### src/rtl/hamming_pkg.sv
// rtl/hamming_pkg.sv - shared helpers and constants for the serial Hamming decoder
//
// Purpose: code-geometry functions (N, K), power-of-two test, data-index to
// codeword-position mapping, and the bit ordering of the decoder status vector.
// Ports: none (package).
package hamming_pkg;

  localparam int STAT_CORR   = 0;  // single error corrected (or overall parity bit flipped)
  localparam int STAT_DOUBLE = 1;  // uncorrectable error detected
  localparam int STAT_W      = 2;

  function automatic int calc_n(input int r);
    return (1 << r) - 1;
  endfunction

  function automatic int calc_k(input int r);
    return calc_n(r) - r;
  endfunction

  function automatic bit is_pow2(input int x);
    return (x > 0) && ((x & (x - 1)) == 0);
  endfunction

  // Codeword position (1-based) carrying data bit idx: data bits fill the
  // non-power-of-two positions in ascending order.
  function automatic int data_pos(input int idx);
    int pos;
    int cnt;
    pos = 0;
    cnt = 0;
    for (int p = 1; p < 128; p++) begin
      if (!is_pow2(p)) begin
        if (cnt == idx && pos == 0) pos = p;
        cnt++;
      end
    end
    return pos;
  endfunction

endpackage

### src/rtl/hamming_syndrome_corrector.sv
// rtl/hamming_syndrome_corrector.sv - combinational syndrome, single-error correction and data extraction
//
// Purpose: maps a captured frame to its K corrected data bits, syndrome and status.
// Build option: HAMMING_DED_EN adds the overall-parity bit (frame is N+1 bits) and
// double-error detection; undefined gives plain SEC with a frame of N bits.
// Ports:
//   frame    in  F   frame[i] holds codeword position i+1 (frame[N] = overall parity in DED)
//   data     out K   corrected data bits, data[0] from the lowest data position
//   syndrome out R   XOR of the positions of all set bits in 1..N
//   status   out 2   {double, corrected}, ordered by STAT_* in hamming_pkg
module hamming_syndrome_corrector
  import hamming_pkg::*;
#(
  parameter int R = 4
) (
`ifdef HAMMING_DED_EN
  input  logic [calc_n(R):0]         frame,
`else
  input  logic [calc_n(R)-1:0]       frame,
`endif
  output logic [calc_k(R)-1:0]       data,
  output logic [R-1:0]               syndrome,
  output logic [STAT_W-1:0]          status
);

  localparam int N = calc_n(R);
  localparam int K = calc_k(R);

  logic [N-1:0] fixed;
  logic         do_fix;

  always_comb begin
    syndrome = '0;
    for (int i = 0; i < N; i++) begin
      if (frame[i]) syndrome = syndrome ^ R'(i + 1);
    end

    status = '0;
    do_fix = 1'b0;
`ifdef HAMMING_DED_EN
    // Odd overall parity means exactly one flipped bit; a zero syndrome then
    // points at the parity bit itself, so the data needs no change.
    if (^frame) begin
      status[STAT_CORR] = 1'b1;
      do_fix = (syndrome != '0);
    end else if (syndrome != '0) begin
      status[STAT_DOUBLE] = 1'b1;
    end
`else
    if (syndrome != '0) begin
      status[STAT_CORR] = 1'b1;
      do_fix = 1'b1;
    end
`endif

    fixed = frame[N-1:0];
    for (int i = 0; i < N; i++) begin
      if (do_fix && syndrome == R'(i + 1)) fixed[i] = ~fixed[i];
    end
  end

  for (genvar j = 0; j < K; j++) begin : g_extract
    localparam int P = data_pos(j);
    assign data[j] = fixed[P-1];
  end

endmodule

### src/rtl/hamming_serial_decoder.sv
// rtl/hamming_serial_decoder.sv - serial-in/serial-out Hamming (2^R-1, 2^R-1-R) decoder
//
// Purpose: collects codeword bits, decodes/corrects a frame, and re-serialises the
// K data bits with per-frame status and a saturating corrected-frame counter.
// Build option: HAMMING_DED_EN selects SEC-DED (frame = N+1 bits); default is SEC.
// Ports:
//   clk            in   1      rising-edge clock
//   rest           in   1      asynchronous active-low reset
//   device_en      in   1      enable; low discards a partial input frame
//   serial_in      in   1      codeword bit, position 1 first
//   in_valid       in   1      serial_in accepted when in_valid && device_en
//   serial_out     out  1      decoded data bit, data bit 0 first
//   out_valid      out  1      serial_out carries a data bit (K cycles per frame)
//   err_corrected  out  1      last frame had a corrected single error
//   err_double     out  1      last frame had an uncorrectable error (0 in SEC build)
//   syndrome       out  R      syndrome of the last frame
//   corr_count     out  CNT_W  saturating count of corrected frames
module hamming_serial_decoder
  import hamming_pkg::*;
#(
  parameter int R     = 4,
  parameter int CNT_W = 8
) (
  input  logic             clk,
  input  logic             rest,
  input  logic             device_en,
  input  logic             serial_in,
  input  logic             in_valid,
  output logic             serial_out,
  output logic             out_valid,
  output logic             err_corrected,
  output logic             err_double,
  output logic [R-1:0]     syndrome,
  output logic [CNT_W-1:0] corr_count
);

  localparam int N = calc_n(R);
  localparam int K = calc_k(R);
`ifdef HAMMING_DED_EN
  localparam int F = N + 1;
`else
  localparam int F = N;
`endif
  localparam int BC_W = $clog2(F);
  localparam int DC_W = $clog2(K + 1);

  logic [F-1:0]      frame_sr;
  logic [BC_W-1:0]   bit_cnt;
  logic              frame_done;
  logic [K-1:0]      out_sr;
  logic [DC_W-1:0]   drain_cnt;

  logic [K-1:0]      dec_data;
  logic [R-1:0]      dec_syn;
  logic [STAT_W-1:0] dec_stat;

  // Input stage: new bits enter at the top so that after F accepted bits the
  // first one (position 1) sits at frame_sr[0].
  always_ff @(posedge clk or negedge rest) begin
    if (!rest) begin
      frame_sr   <= '0;
      bit_cnt    <= '0;
      frame_done <= 1'b0;
    end else begin
      frame_done <= 1'b0;
      if (!device_en) begin
        bit_cnt <= '0;
      end else if (in_valid) begin
        frame_sr <= {serial_in, frame_sr[F-1:1]};
        if (bit_cnt == BC_W'(F - 1)) begin
          bit_cnt    <= '0;
          frame_done <= 1'b1;
        end else begin
          bit_cnt <= bit_cnt + 1'b1;
        end
      end
    end
  end

  // Decoding reads frame_sr during the frame_done cycle; a first bit of the
  // next frame shifting in on that same edge does not disturb the load.
  hamming_syndrome_corrector #(.R(R)) u_corrector (
    .frame    (frame_sr),
    .data     (dec_data),
    .syndrome (dec_syn),
    .status   (dec_stat)
  );

  always_ff @(posedge clk or negedge rest) begin
    if (!rest) begin
      out_sr        <= '0;
      drain_cnt     <= '0;
      syndrome      <= '0;
      err_corrected <= 1'b0;
      err_double    <= 1'b0;
      corr_count    <= '0;
    end else if (frame_done) begin
      out_sr        <= dec_data;
      drain_cnt     <= DC_W'(K);
      syndrome      <= dec_syn;
      err_corrected <= dec_stat[STAT_CORR];
      err_double    <= dec_stat[STAT_DOUBLE];
      if (dec_stat[STAT_CORR] && corr_count != {CNT_W{1'b1}}) begin
        corr_count <= corr_count + 1'b1;
      end
    end else if (drain_cnt != '0) begin
      out_sr    <= out_sr >> 1;
      drain_cnt <= drain_cnt - 1'b1;
    end
  end

  assign serial_out = out_sr[0];
  assign out_valid  = (drain_cnt != '0);

endmodule

### config.mk
export PLATFORM = sky130hd
export DESIGN_NAME = hamming_serial_decoder
export DESIGN_NICKNAME = d
export VERILOG_FILES = /design/src/rtl/hamming_pkg.sv /design/src/rtl/hamming_syndrome_corrector.sv /design/src/rtl/hamming_serial_decoder.sv
export SDC_FILE = /design/constraint.sdc
export NUM_CORES = 1
export LEC_CHECK = 0
export ABC_AREA = 1
export CAP_MARGIN = 20
export CORE_ASPECT_RATIO = 0.8
export CORE_MARGIN = 8
export CORE_UTILIZATION = 59
export CTS_CLUSTER_SIZE = 16
export DETAILED_ROUTE_END_ITERATION = 8
export HOLD_SLACK_MARGIN = 0.12
export PLACE_DENSITY = 0.79
export REMOVE_ABC_BUFFERS = 1
export SLEW_MARGIN = 5
export SYNTH_ARGS = -nofsm -noshare
export SYNTH_HDL_FRONTEND = slang
export SYNTH_SLANG_ARGS = --single-unit
### constraint.sdc
create_clock -name clk -period 2.2 [get_ports clk]
set_input_delay 0.66 -clock clk [delete_from_list [all_inputs] [get_ports clk]]
set_output_delay 0.66 -clock clk [all_outputs]
set_load 0.02 [all_outputs]
==> Word level (Yosys, flattened, before mapping) <==
Cells that the tools add are included.
Widths: inputs -> output; s select.
{ "word_totals": {"ff_bits": 48, "wordCells": 104, "inputBits": 5} }
{ "op_classes": {"n_eq_ne": 14, "reduce_logical": 17, "muxes": 37, "n_addsub": 3, "bitwise": 25} }
{ "ops": {"columns": ["operator", "count"], "rows": [
  ["$mux 4", 13],
  ["$eq 4x4->1 const B", 8],
  ["$mux 11", 2],
  ["$mux 1", 16],
  ["$eq 4x3->1 const B", 3],
  ["$logic_and 1x1->1", 12],
  ["$mux 3", 4],
  ["$not 2->2", 6],
  ["$not 3->3", 4],
  ["$not 1->1", 11],
  ["$add 8x1->8 const B", 1],
  ["$ne 8x8->1 const B", 1],
  ["$reduce_bool 4->1", 2],
  ["$add 4x1->4 const B", 1],
  ["$eq 4x2->1 const B", 1],
  ["$mux 2", 2],
  ["$not 4->4", 1],
  ["$reduce_and 2->1", 2],
  ["$sub 4x1->4 const B", 1],
  ["$not 1->1 const A", 3],
  ["$ne 2x1->1 const B", 1],
  ["$reduce_bool 2->1", 1]
]} }

==> Logic depth before layout (Yosys ltp) <==
Gate-level depths: netlist of the first run.
{ "logic_depth": {"word_depth": 31, "mapped_depth": 16, "ltp_nobuf": 15} }

==> By module <==
Synthesis of the first run repeated with hierarchy kept, for this count alone.
{ "unflattened": {"cells_unflattened": 430, "hier_area_um2": 3184.3} }
{ "by_module_without_submodules": {"columns": ["mod", "area_each_um2", "seq_area_each_um2", "n_inst", "cells_each"], "rows": [
  ["hamming_serial_decoder", 2225.9, 1226.2, 1, 250],
  ["hamming_syndrome_corrector", 958.4, 0.0, 1, 180]
]} }

==> Least setup slack after synthesis of the first run <==
OpenSTA, ideal clock, no wires.
{ "synth_timing": {"kind": "register -> output", "startpoint": "register drain_cnt[0]", "endpoint": "output port out_valid", "path_stages_with_launch": 7, "setup_slack_ps": 344, "path_buffers": 1, "arrival_ps": 1196, "t_required_ps": 1540, "cell_sequence": "dfrtp_1 > inv_1 > ha_1 > nand2_1 > nor2_1 > inv_1 > clkbuf_1"} }
{ "synth_via": {"elab_chain_cells": 1} }
{ "synth_rtl": {"columns": ["element", "line_no", "rtl"], "rows": [
  ["start: declaration", "hamming_serial_decoder.sv:51", "logic [DC_W-1:0] drain_cnt;"],
  ["start signal: assignment", "hamming_serial_decoder.sv:99", "drain_cnt <= DC_W'(K);"],
  ["start signal: assignment", "hamming_serial_decoder.sv:108", "drain_cnt <= drain_cnt - 1'b1;"],
  ["$reduce_bool 4->1", "hamming_serial_decoder.sv:113", "assign out_valid = (drain_cnt != '0);"],
  ["end: declaration", "hamming_serial_decoder.sv:30", "output logic out_valid,"]
]} }
No other way between the ends.

==> Worst setup path in the final report of the first run <==
{ "layout_timing": {"startpoint": "register corr_count[0]", "endpoint": "output port corr_count[0]"} }
{ "layout_rtl": {"columns": ["element", "line_no", "rtl"], "rows": [
  ["start: declaration", "hamming_serial_decoder.sv:34", "output logic [CNT_W-1:0] corr_count"],
  ["start signal: assignment", "hamming_serial_decoder.sv:104", "corr_count <= corr_count + 1'b1;"]
]} }
No word-level cell between the ends.

==> reports/summary.txt, run 1 <==
Worst-Skew Late Latency - 0.30 ns
Residual DRC - 0
transition time at the pin with the least slew margin - 0.666 ns
total negative slack for setup checks - 0 ns
Final Cycle Share - 0.944
average instance area after synthesis - 7.07 sq um
maximum fanout count along the critical path - 5
setup repair after global routing missed its margin - no
Die ar. - 7580 sq um
largest buffer count on any clock path - 2
average via count per standard cell - 5.24
last weighted congestion value of the routability-driven placer - 0.906
Worst Setup End Kind - output pin
worst slew slack as a fraction of its limit - 0.556
Synth warnings - 0
Pwr Total - 3.21 mW
number of setup violations in the final report - 0
area of all sequential standard cells - 1200 sq um
Bufs and invs on worst path - 1
minimum clock period - 2.08 ns
number of max-capacitance violations reported - 0
cell with the most instances after synthesis - nand2_1
highest achievable clock rate - 481 MHz
fraction of post-synthesis cell area in the top cell type by area - 0.404
leak pwr - 1.70 nW
grt ovf - 0
final routed wirelength across all metal layers - 6.42 mm
dominant register cell in the synthesized netlist - dfrtp_1
Total Nets Final - 446
cell area after technology mapping - 2970 sq um
CP Launch Type - register
sum of net half-perimeters after detailed placement - 4.66 mm
relative area change from synthesis to final layout - 11.2%
family of cells with the greatest summed delay on the critical path - buffers and inverters
run status - complete, no violations
total of hold buffers inserted after clock tree synthesis - 0
number of iterations in the first detailed-routing pass - 5
width of the chip - 95.3 microns
initial drt markers - 200
Layout Skew - 0.00706 ns
count of input and output buffers - 19
TritonCTS clock tree - yes
synthesis-stage register bit count - 48
height of the die - 79.5 microns
Pwr Density - 973 nW/um^2
initial cell density of the core - 0.604
core region area - 4920 sq um
number of pins exceeding their max-slew limit in the final report - 0
Async SR Flop Fraction - 1.00
most numerous cell types in the synthesized netlist - 174 x nand2_1, 48 x dfrtp_1, 40 x inv_1, 32 x nand3_1, 26 x o21ai_0
gr usage total - 0.182
worst-path cell with the longest stage delay - clkdlybuf4s50_1
VDD IR-drop max - 460 uV
worst min-delay path class - in2async
cts bufs inserted - 5
worst path required time - 1.54 ns
standard-cell rows - 23
Critical Path Max Stage Delay - 0.65 ns
wire length of the first global-routing pass - 11.0 mm
number of vias after detailed routing - 2619
antenna violations before repair - 0
Worst-path clk slew - 0.09 ns
root buffer cell - clkbuf_8
largest net degree at the start of global routing - 49
num ports - 21
Yosys cell types - 35
clock sinks - 48
number of H-tree branching levels - 2
EDFF count, synth - 0
area used by multi-input combinational logic - 1490 sq um
kind of critical path - reg2out
sequential-to-total area share from yosys stat - 0.404
most area-hungry cell type in the Yosys netlist - dfrtp_1
number of filler instances in the final layout - 407
fraction of final layout cells with drive strength greater than 1 - 0.112
top cells by area in the synthesized netlist - dfrtp_1 40%, nand2_1 22%, nand3_1 5.4%, inv_1 5.1%, o21ai_0 4.4%
cells along the critical path - clkdlybuf4s50_1
Antenna diodes - 0
final hold violation count - 0
number of instances in the synthesized netlist - 420
Critical Path AT - 1.42 ns
residual antenna-violating net count after detailed routing - 0
number of global-route vias before repair - 2363
DR WL/cell - 12.8 microns
registers in the layout, summed over array words and instances (netlist names):
name and count:
corr_count 8, err_corrected 1, frame_done 1, syndrome 4, bit_cnt 4, out_sr 11
frame_sr 15, drain_cnt 4
layout by cell type (no fill, tap or decap), drive strengths merged, types with 2 or more instances in the layout:
cell type,synthesis,routed
inv,50,50
clkdlybuf4s50,0,17
nand3,35,35
dfrtp,48,48
nand2,182,182
ha,4,4
xor2,7,7
clkinv,1,2
xnor2,5,5
o21ai,34,34
nor2,25,25
clkbuf,7,7
buf,7,6
nand4,6,6
nor3,4,4
final cells by class:
cell class | instances | share of cell area
Clock inverter | 2 | 0.0106
Multi-Input combinational cell | 307 | 0.451
Inverter | 51 | 0.0595
Clock buffer | 6 | 0.0220
Timing Repair Buffer | 24 | 0.0697
Sequential cell | 48 | 0.364
Tap cell | 62 | 0.0235
metrics by stage:
step | cell area, sq um | instances | util | worst slack, ns | hold WS (ns)
6_report | 3300 | 500 | 0.671 | 0.122 | 0.319
3_5_place_dp | 3200 | 492 | 0.650 | 0.0998 | 0.466
3_3_place_gp | 3200 | 492 | 0.650 | 0.165 | 0.463
2_1_floorplan | 2890 | 406 | - | 0.412 | 0.364
4_1_cts | 3310 | 500 | 0.672 | 0.00405 | 0.334
5_1_grt | 3300 | 500 | 0.671 | 0.00925 | 0.341
timing repair:
| action | 4_1_cts | 5_1_grt |
|---|---|---|
| gates resized for setup | 2 | 2 |
| buffers inserted | 0 | 0 |
| setup endpoints to repair | 1 | 5 |
cell families after synthesis:
family	after synthesis	share of synthesized area
AOI/OAI and AO/OA	37	0.0729
and+or+nand+nor	253	0.372
DFF	48	0.404
buffers and inverters	65	0.0944
xor gates and xnor gates	12	0.0379
other	1	0.00126
adders and majority gates	4	0.0168
report_power, final:
| group | switching, mW | internal (mW) |
|---|---|---|
| Clock | 0.294 | 0.338 |
| Sequential | 0.128 | 0.986 |
| Combinational | 1.00 | 0.462 |
path summary, 6_finish.rpt:
| path | depth (start not counted) | end | from | slack (ns) |
|---|---|---|---|---|
| hold / removal | 2 | frame_sr[8] | rest | 0.32 |
| hold reg to reg | 2 | err_corrected | err_corrected | 0.48 |
| setup / recovery | 1 | corr_count[0] | corr_count[0] | 0.12 |
| setup reg to reg | 13 | out_sr[4] | frame_sr[10] | 0.20 |
| min in group clk | 2 | err_corrected | err_corrected | 0.48 |
| max in group asynchronous | 2 | frame_sr[9] | rest | 1.65 |
layer usage:
| metal | wire length [microns] | global-route usage | up-vias |
|---|---|---|---|
| met4 | 112 | 0.0638 | 0 |
| met5 | 0 | 0 | - |
| met2 | 2890 | 0.283 | 94 |
| met1 | 3020 | 0.245 | 1180 |
| met3 | 403 | 0.0348 | 15 |
| li1 | - | - | 1330 |
(Power assumes the default switching activity.)
==> run 2, diff against run 1 <==
- ABC_AREA: 1 -> default
- CORE_UTILIZATION: 59 -> 58
- MAX_ROUTING_LAYER: default -> met4
- PLACE_DENSITY: 0.79 -> 0.78
- SETUP_SLACK_MARGIN: default -> 0.5
==> run 2 against run 1 <==
  * The flow now finishes with violations (negative setup slack)
  * Critical path type is now reg2reg
  * Utilization is 16 points higher
  * Final cell count is 26% lower
  * Maximum frequency is 6.0% lower
  * Setup slack worse by 0.13 ns
  * Clock skew is 0.00058 ns higher
  * Clock-buffer cell count stayed put
  * Area after synthesis is 9.3% lower
  * Synthesized cell count is 41% lower
  * First-iteration DRC count is 23% higher
  * Via count is 16% lower
  * Sequential cell count stayed put
  * Highest routed layer unchanged
  * Hold slack worse by 0.044 ns
==> reports/summary.txt, run 2 <==
height of the die - 77.0 microns
worst path required time - 2.38 ns
Critical Path AT - 2.39 ns
worst min-delay path class - in2async
highest-count cells in the layout ignoring fill and taps - 42 x dfrtp_1, 41 x buf_4, 18 x xor2_1, 18 x a21oi_1, 15 x mux2_2
number of pins exceeding their max-slew limit in the final report - 0
top cells by area in the synthesized netlist - dfrtp_1 45%, xor2_1 7.5%, mux2_2 6.3%, xnor2_1 5.5%, a21oi_1 3.3%
grt ovf - 0
largest buffer count on any clock path - 2
final hold violation count - 0
relative area change from synthesis to final layout - 40.0%
TritonCTS clock tree - yes
average instance area after synthesis - 11.0 sq um
cts bufs inserted - 5
number of iterations in the first detailed-routing pass - 4
residual antenna-violating net count after detailed routing - 0
number of setup violations in the final report - 1
r2r worst-path depth - 8
Final Cycle Share - 1.01
cell area after technology mapping - 2700 sq um
Async SR Flop Fraction - 1.00
violated checks - negative setup slack
final routed wirelength across all metal layers - 7.74 mm
count of input and output buffers - 19
Residual DRC - 0
last weighted congestion value of the routability-driven placer - 0.940
fraction of final layout cells with drive strength greater than 1 - 0.444
antenna violations before repair - 0
root buffer cell - clkbuf_8
EDFF count, synth - 0
most area-hungry cell type in the Yosys netlist - dfrtp_1
maximum fanout count along the critical path - 4
initial cell density of the core - 0.593
highest achievable clock rate - 452 MHz
Total Nets Final - 319
run status - finished with violations
number of filler instances in the final layout - 232
Worst-Skew Late Latency - 0.31 ns
DR WL/cell - 20.9 microns
number of global-route vias before repair - 2212
most frequent standard cell in the layout excluding fill and tap cells - dfrtp_1
width of the chip - 92.2 microns
wire length of the first global-routing pass - 11.3 mm
most numerous cell types in the synthesized netlist - 48 x dfrtp_1, 23 x xor2_1, 18 x a21oi_1, 17 x xnor2_1, 15 x mux2_2
number of flip-flops in the largest register - 15
reg-to-reg slack, setup - -0.01 ns
setup repair after global routing missed its margin - yes
number of instances in the synthesized netlist - 246
gr usage total - 0.205
endpoint of the most critical register-to-register path - out_sr[9]
final worst-path setup slack - -0.0111 ns
clock sinks - 48
core region area - 4540 sq um
largest net degree at the start of global routing - 36
num ports - 21
average via count per standard cell - 5.94
fraction of post-synthesis cell area in the top cell type by area - 0.446
minimum clock period - 2.21 ns
dominant register cell in the synthesized netlist - dfrtp_1
kind of critical path - reg2reg
register with the most flip-flops - frame_sr
Crit Reg-Reg Startpoint - frame_sr[3]
Worst Setup End Kind - register
Yosys cell types - 42
Worst-path clk slew - 0.09 ns
standard-cell rows - 22
CP Launch Type - register
number of vias after detailed routing - 2205
Synth warnings - 0
number of max-capacitance violations reported - 0
sum of net half-perimeters after detailed placement - 3.99 mm
synthesis-stage register bit count - 48
area used by multi-input combinational logic - 1800 sq um
area of all sequential standard cells - 1210 sq um
worst hold margin - 0.275 ns
sequential-to-total area share from yosys stat - 0.446
Die ar. - 7100 sq um
largest registers - frame_sr: 15 flops, out_sr: 11 flops, corr_count: 8 flops
Layout Skew - 0.00764 ns
transition time at the pin with the least slew margin - 0.750 ns
number of H-tree branching levels - 2
Antenna diodes - 0
total of hold buffers inserted after clock tree synthesis - 0
initial drt markers - 246
cell with the most instances after synthesis - dfrtp_1
worst slew slack as a fraction of its limit - 0.497
## run 2: cell types whose count changed after synthesis, sizes merged, moves of 9 or more
| cell | previous run | this run |
|---|---|---|
| nand3 | 35 | 9 |
| o22ai | 0 | 9 |
| nor3 | 4 | 14 |
| and2 | 0 | 12 |
| nor2 | 25 | 9 |
| a21oi | 1 | 18 |
| mux2 | 0 | 16 |
| xor2 | 7 | 24 |
| inv | 50 | 4 |
| nand2 | 182 | 7 |
| a211oi | 0 | 10 |
| xnor2 | 5 | 20 |
| o21ai | 34 | 6 |
## run 2: per-layer routing
| layer | wire (microns) | global-route usage | part of all wire |
|---|---|---|---|
| met1 | 3070 | 0.257 | 0.40 |
| met2 | 3930 | 0.318 | 0.51 |
| met3 | 496 | 0.0467 | 0.064 |
| met4 | 236 | 0.0738 | 0.031 |
| met5 | 0 | - | 0 |
## run 2: layout make-up
cell class | instances | share of cell area
Inverter | 4 | 0.00398
Clock inverter | 2 | 0.00265
Tap cell | 60 | 0.0199
Sequential cell | 48 | 0.321
Clock buffer | 6 | 0.0219
Timing Repair Buffer | 68 | 0.153
Multi-Input combinational cell | 183 | 0.478
## run 2: repair_timing
item                       in CTS  in global routing
setup endpoints to repair      35                 32
gates cloned                    0                  0
pin swaps                      23                 19
buffers inserted                9                 16
gates resized for setup        87                 24
hold endpoints to repair        0                  0
## run 2: how the worst max path moves through the flow
stage	start	to	slack [ns]	cells past startpoint
finish	frame_sr[3]	out_sr[9]	-0.01	8
global route	frame_sr[3]	out_sr[9]	-0.04	8
CTS	frame_sr[6]	out_sr[7]	0.14	8
detailed placement	frame_sr[14]	corr_count[1]	0.03	6
global placement	frame_sr[6]	out_sr[10]	0.05	8
floorplan	drain_cnt[0]	out_sr[0]	-0.37	7
## run 2: cells by family after synthesis
group,synth area share
DFF,0.446
buffers and inverters,0.0292
and+or+nand+nor,0.137
other,0.00139
xor gates and xnor gates,0.181
AOI/OAI and AO/OA,0.111
muxes,0.0757
adders and majority gates,0.0186
## run 2: stage by stage
step	utilization	TNS [ns]	cell area, sq um	setup WS, ns	instances
floorplan	-	-4.11	2630	-0.366	235
global placement	0.682	0	3100	0.0482	338
detailed placement	0.682	0	3100	0.0310	338
CTS	0.793	0	3600	0.145	355
global route	0.831	-0.134	3770	-0.0448	371
finish	0.831	-0.0111	3770	-0.0111	371
## run 2: worst max-delay path, stage by stage, from the launching register on
cell	delay, ns
dfrtp_1	0.42
xor3_2	0.47
xnor2_2	0.24
buf_4	0.20
nor3_2	0.05
buf_4	0.15
o22ai_1	0.21
xor2_1	0.25
a21oi_1	0.10
Power of run 2 is not shown: default switching activity piles up to over one toggle a cycle in this logic, so the estimate is an artifact.
==> run 3, diff against run 2 <==
- ABC_AREA: default -> 1
- CORE_UTILIZATION: 58 -> 59
- PLACE_DENSITY: 0.78 -> 0.79
==> run 3 against run 2 <==
  * The run now ends clean
  * Hold slack improved by 0.036 ns
  * Clock skew increased by 0.0020 ns
  * Via count increased by 56%
  * Sequential cell count unchanged
  * Sequential share of layout area decreased by 3.7 points
  * Critical path depth increased by 5
  * First-iteration DRC count increased by 63%
  * Maximum frequency increased by 7.8%
  * Utilization increased by 4.2 points
  * Die area increased by 6.7%
  * Highest routed layer unchanged
==> reports/summary.txt, run 3 (synthesis results as in run 1) <==
final standard cell utilization of the core - 0.873
Antenna diodes - 0
grt ovf - 0
startpoint of the most critical setup path - frame_sr[14]
CP Launch Type - register
Placed Cells - 492
transition time at the pin with the least slew margin - 0.629 ns
most frequent standard cell in the layout excluding fill and tap cells - nand2_1
VDD IR-drop max - 940 uV
highest-count cells in the layout ignoring fill and taps - 126 x nand2_1, 52 x buf_4, 37 x nand2_2, 32 x dfrtp_1, 29 x inv_1
Critical Path AT - 2.27 ns
number of flip-flops in the largest register - 15
wire length of the first global-routing pass - 13.0 mm
reg-to-reg slack, setup - 0.15 ns
antenna violations before repair - 0
final routed wirelength across all metal layers - 10.8 mm
number of setup violations in the final report - 0
register with the most flip-flops - frame_sr
number of global-route vias before repair - 2752
worst path required time - 2.42 ns
TritonCTS clock tree - yes
height of the die - 79.5 microns
initial cell density of the core - 0.604
root buffer cell - clkbuf_8
number of iterations in the first detailed-routing pass - 7
endpoint of the most critical register-to-register path - out_sr[1]
r2r worst-path depth - 13
total negative slack for setup checks - 0 ns
number of H-tree branching levels - 2
Die ar. - 7580 sq um
worst setup path endpoint - out_sr[1]
maximum fanout count along the critical path - 6
fraction of final layout cells with drive strength greater than 1 - 0.455
Worst-path clk slew - 0.09 ns
worst min-delay path class - in2async
count of input and output buffers - 19
minimum clock period - 2.05 ns
Worst-Skew Late Latency - 0.31 ns
Residual DRC - 0
post-route cell area - 4300 sq um
number of pins exceeding their max-slew limit in the final report - 0
largest net degree at the start of global routing - 49
cts bufs inserted - 5
last weighted congestion value of the routability-driven placer - 0.922
final worst-path setup slack - 0.150 ns
largest buffer count on any clock path - 2
residual antenna-violating net count after detailed routing - 0
Worst Setup End Kind - register
width of the chip - 95.3 microns
standard-cell rows - 23
number of max-capacitance violations reported - 0
sum of net half-perimeters after detailed placement - 4.66 mm
Final Cycle Share - 0.932
Crit Reg-Reg Startpoint - frame_sr[14]
DP Worst Slack - 0.0998 ns
largest registers - frame_sr: 15 flops, out_sr: 11 flops, corr_count: 8 flops
total of hold buffers inserted after clock tree synthesis - 0
final cell count without fillers - 557
number of vias after detailed routing - 3429
kind of critical path - reg2reg
Post-Place Cell Area - 3200 sq um
relative area change from synthesis to final layout - 44.6%
worst slew slack as a fraction of its limit - 0.580
clock sinks - 48
Layout Skew - 0.00965 ns
setup repair after global routing missed its margin - yes
final hold violation count - 0
Total Nets Final - 503
num ports - 21
leak pwr - 2.11 nW
initial drt markers - 401
worst hold margin - 0.311 ns
highest achievable clock rate - 488 MHz
Pwr Total - 4.93 mW
DR WL/cell - 19.4 microns
gr usage total - 0.220
run status - complete, no violations
core region area - 4920 sq um
average via count per standard cell - 6.16
Pwr Density - 1150 nW/um^2
[run 3: cell types whose count changed in the layout (fill, tap and decap cells not counted), moves of 11 or more]
cell and delta:
nand2_4 +15, inv_1 +27, nand2_2 +37, inv_2 +11, and2_1 -12, mux2_2 -15, o21ai_2 +11, nand2_1 +119
a21oi_1 -17, dfrtp_2 +11, o21ai_0 +17, buf_4 +11, xor2_1 -13, nand3_1 +12
[run 3: critical path, cell delays in order, from the launching register on]
cell     delay (ns)
dfrtp_2        0.53
nand2_1        0.22
nand2_4        0.14
nand3_1        0.11
nand2_2        0.15
nand2_4        0.10
inv_2          0.08
nor2_4         0.05
nor2_4         0.14
nand2_1        0.07
nand2_1        0.07
nand3_1        0.11
nand2_1        0.12
nand2_1        0.05
[run 3: how the worst min path moves through the flow]
stage	startpoint	end	slack, ns
detailed placement	out_sr[7]	out_sr[7]	0.47
finish	rest	frame_sr[0]	0.31
global placement	out_sr[5]	out_sr[5]	0.46
global route	rest	frame_sr[0]	0.34
CTS	rest	frame_sr[1]	0.33
floorplan	rest	bit_cnt[0]	0.36
[run 3: repair_timing]
action	4_1_cts	5_1_grt
pin swaps	24	55
resized for setup	122	88
setup buffers	30	26
cloned	1	0
setup endpoints to repair	34	32
[run 3: cell type report]
class / instances / area (sq um)
Timing Repair Buffer: 80 / 677
Fill cell: 215 / 626
Multi-Input combinational cell: 308 / 1990
Inverter: 51 / 224
Clock inverter: 2 / 35.0
Sequential cell: 48 / 1220
Clock buffer: 6 / 72.6
Tap cell: 62 / 77.6
[run 3: where the power goes]
part	internal, mW	switching (mW)	leakage (nW)	total, mW
clock	0.338	0.311	0.0552	0.649
sequential	0.995	0.172	0.623	1.17
combinational	1.25	1.86	1.43	3.11
[run 3: layer usage]
layer	share of wire	vias to the layer above	global-route usage
met4	0.059	0	0.0886
li1	-	1451	-
met2	0.46	304	0.346
met5	0	-	-
met1	0.37	1590	0.273
met3	0.11	84	0.0404
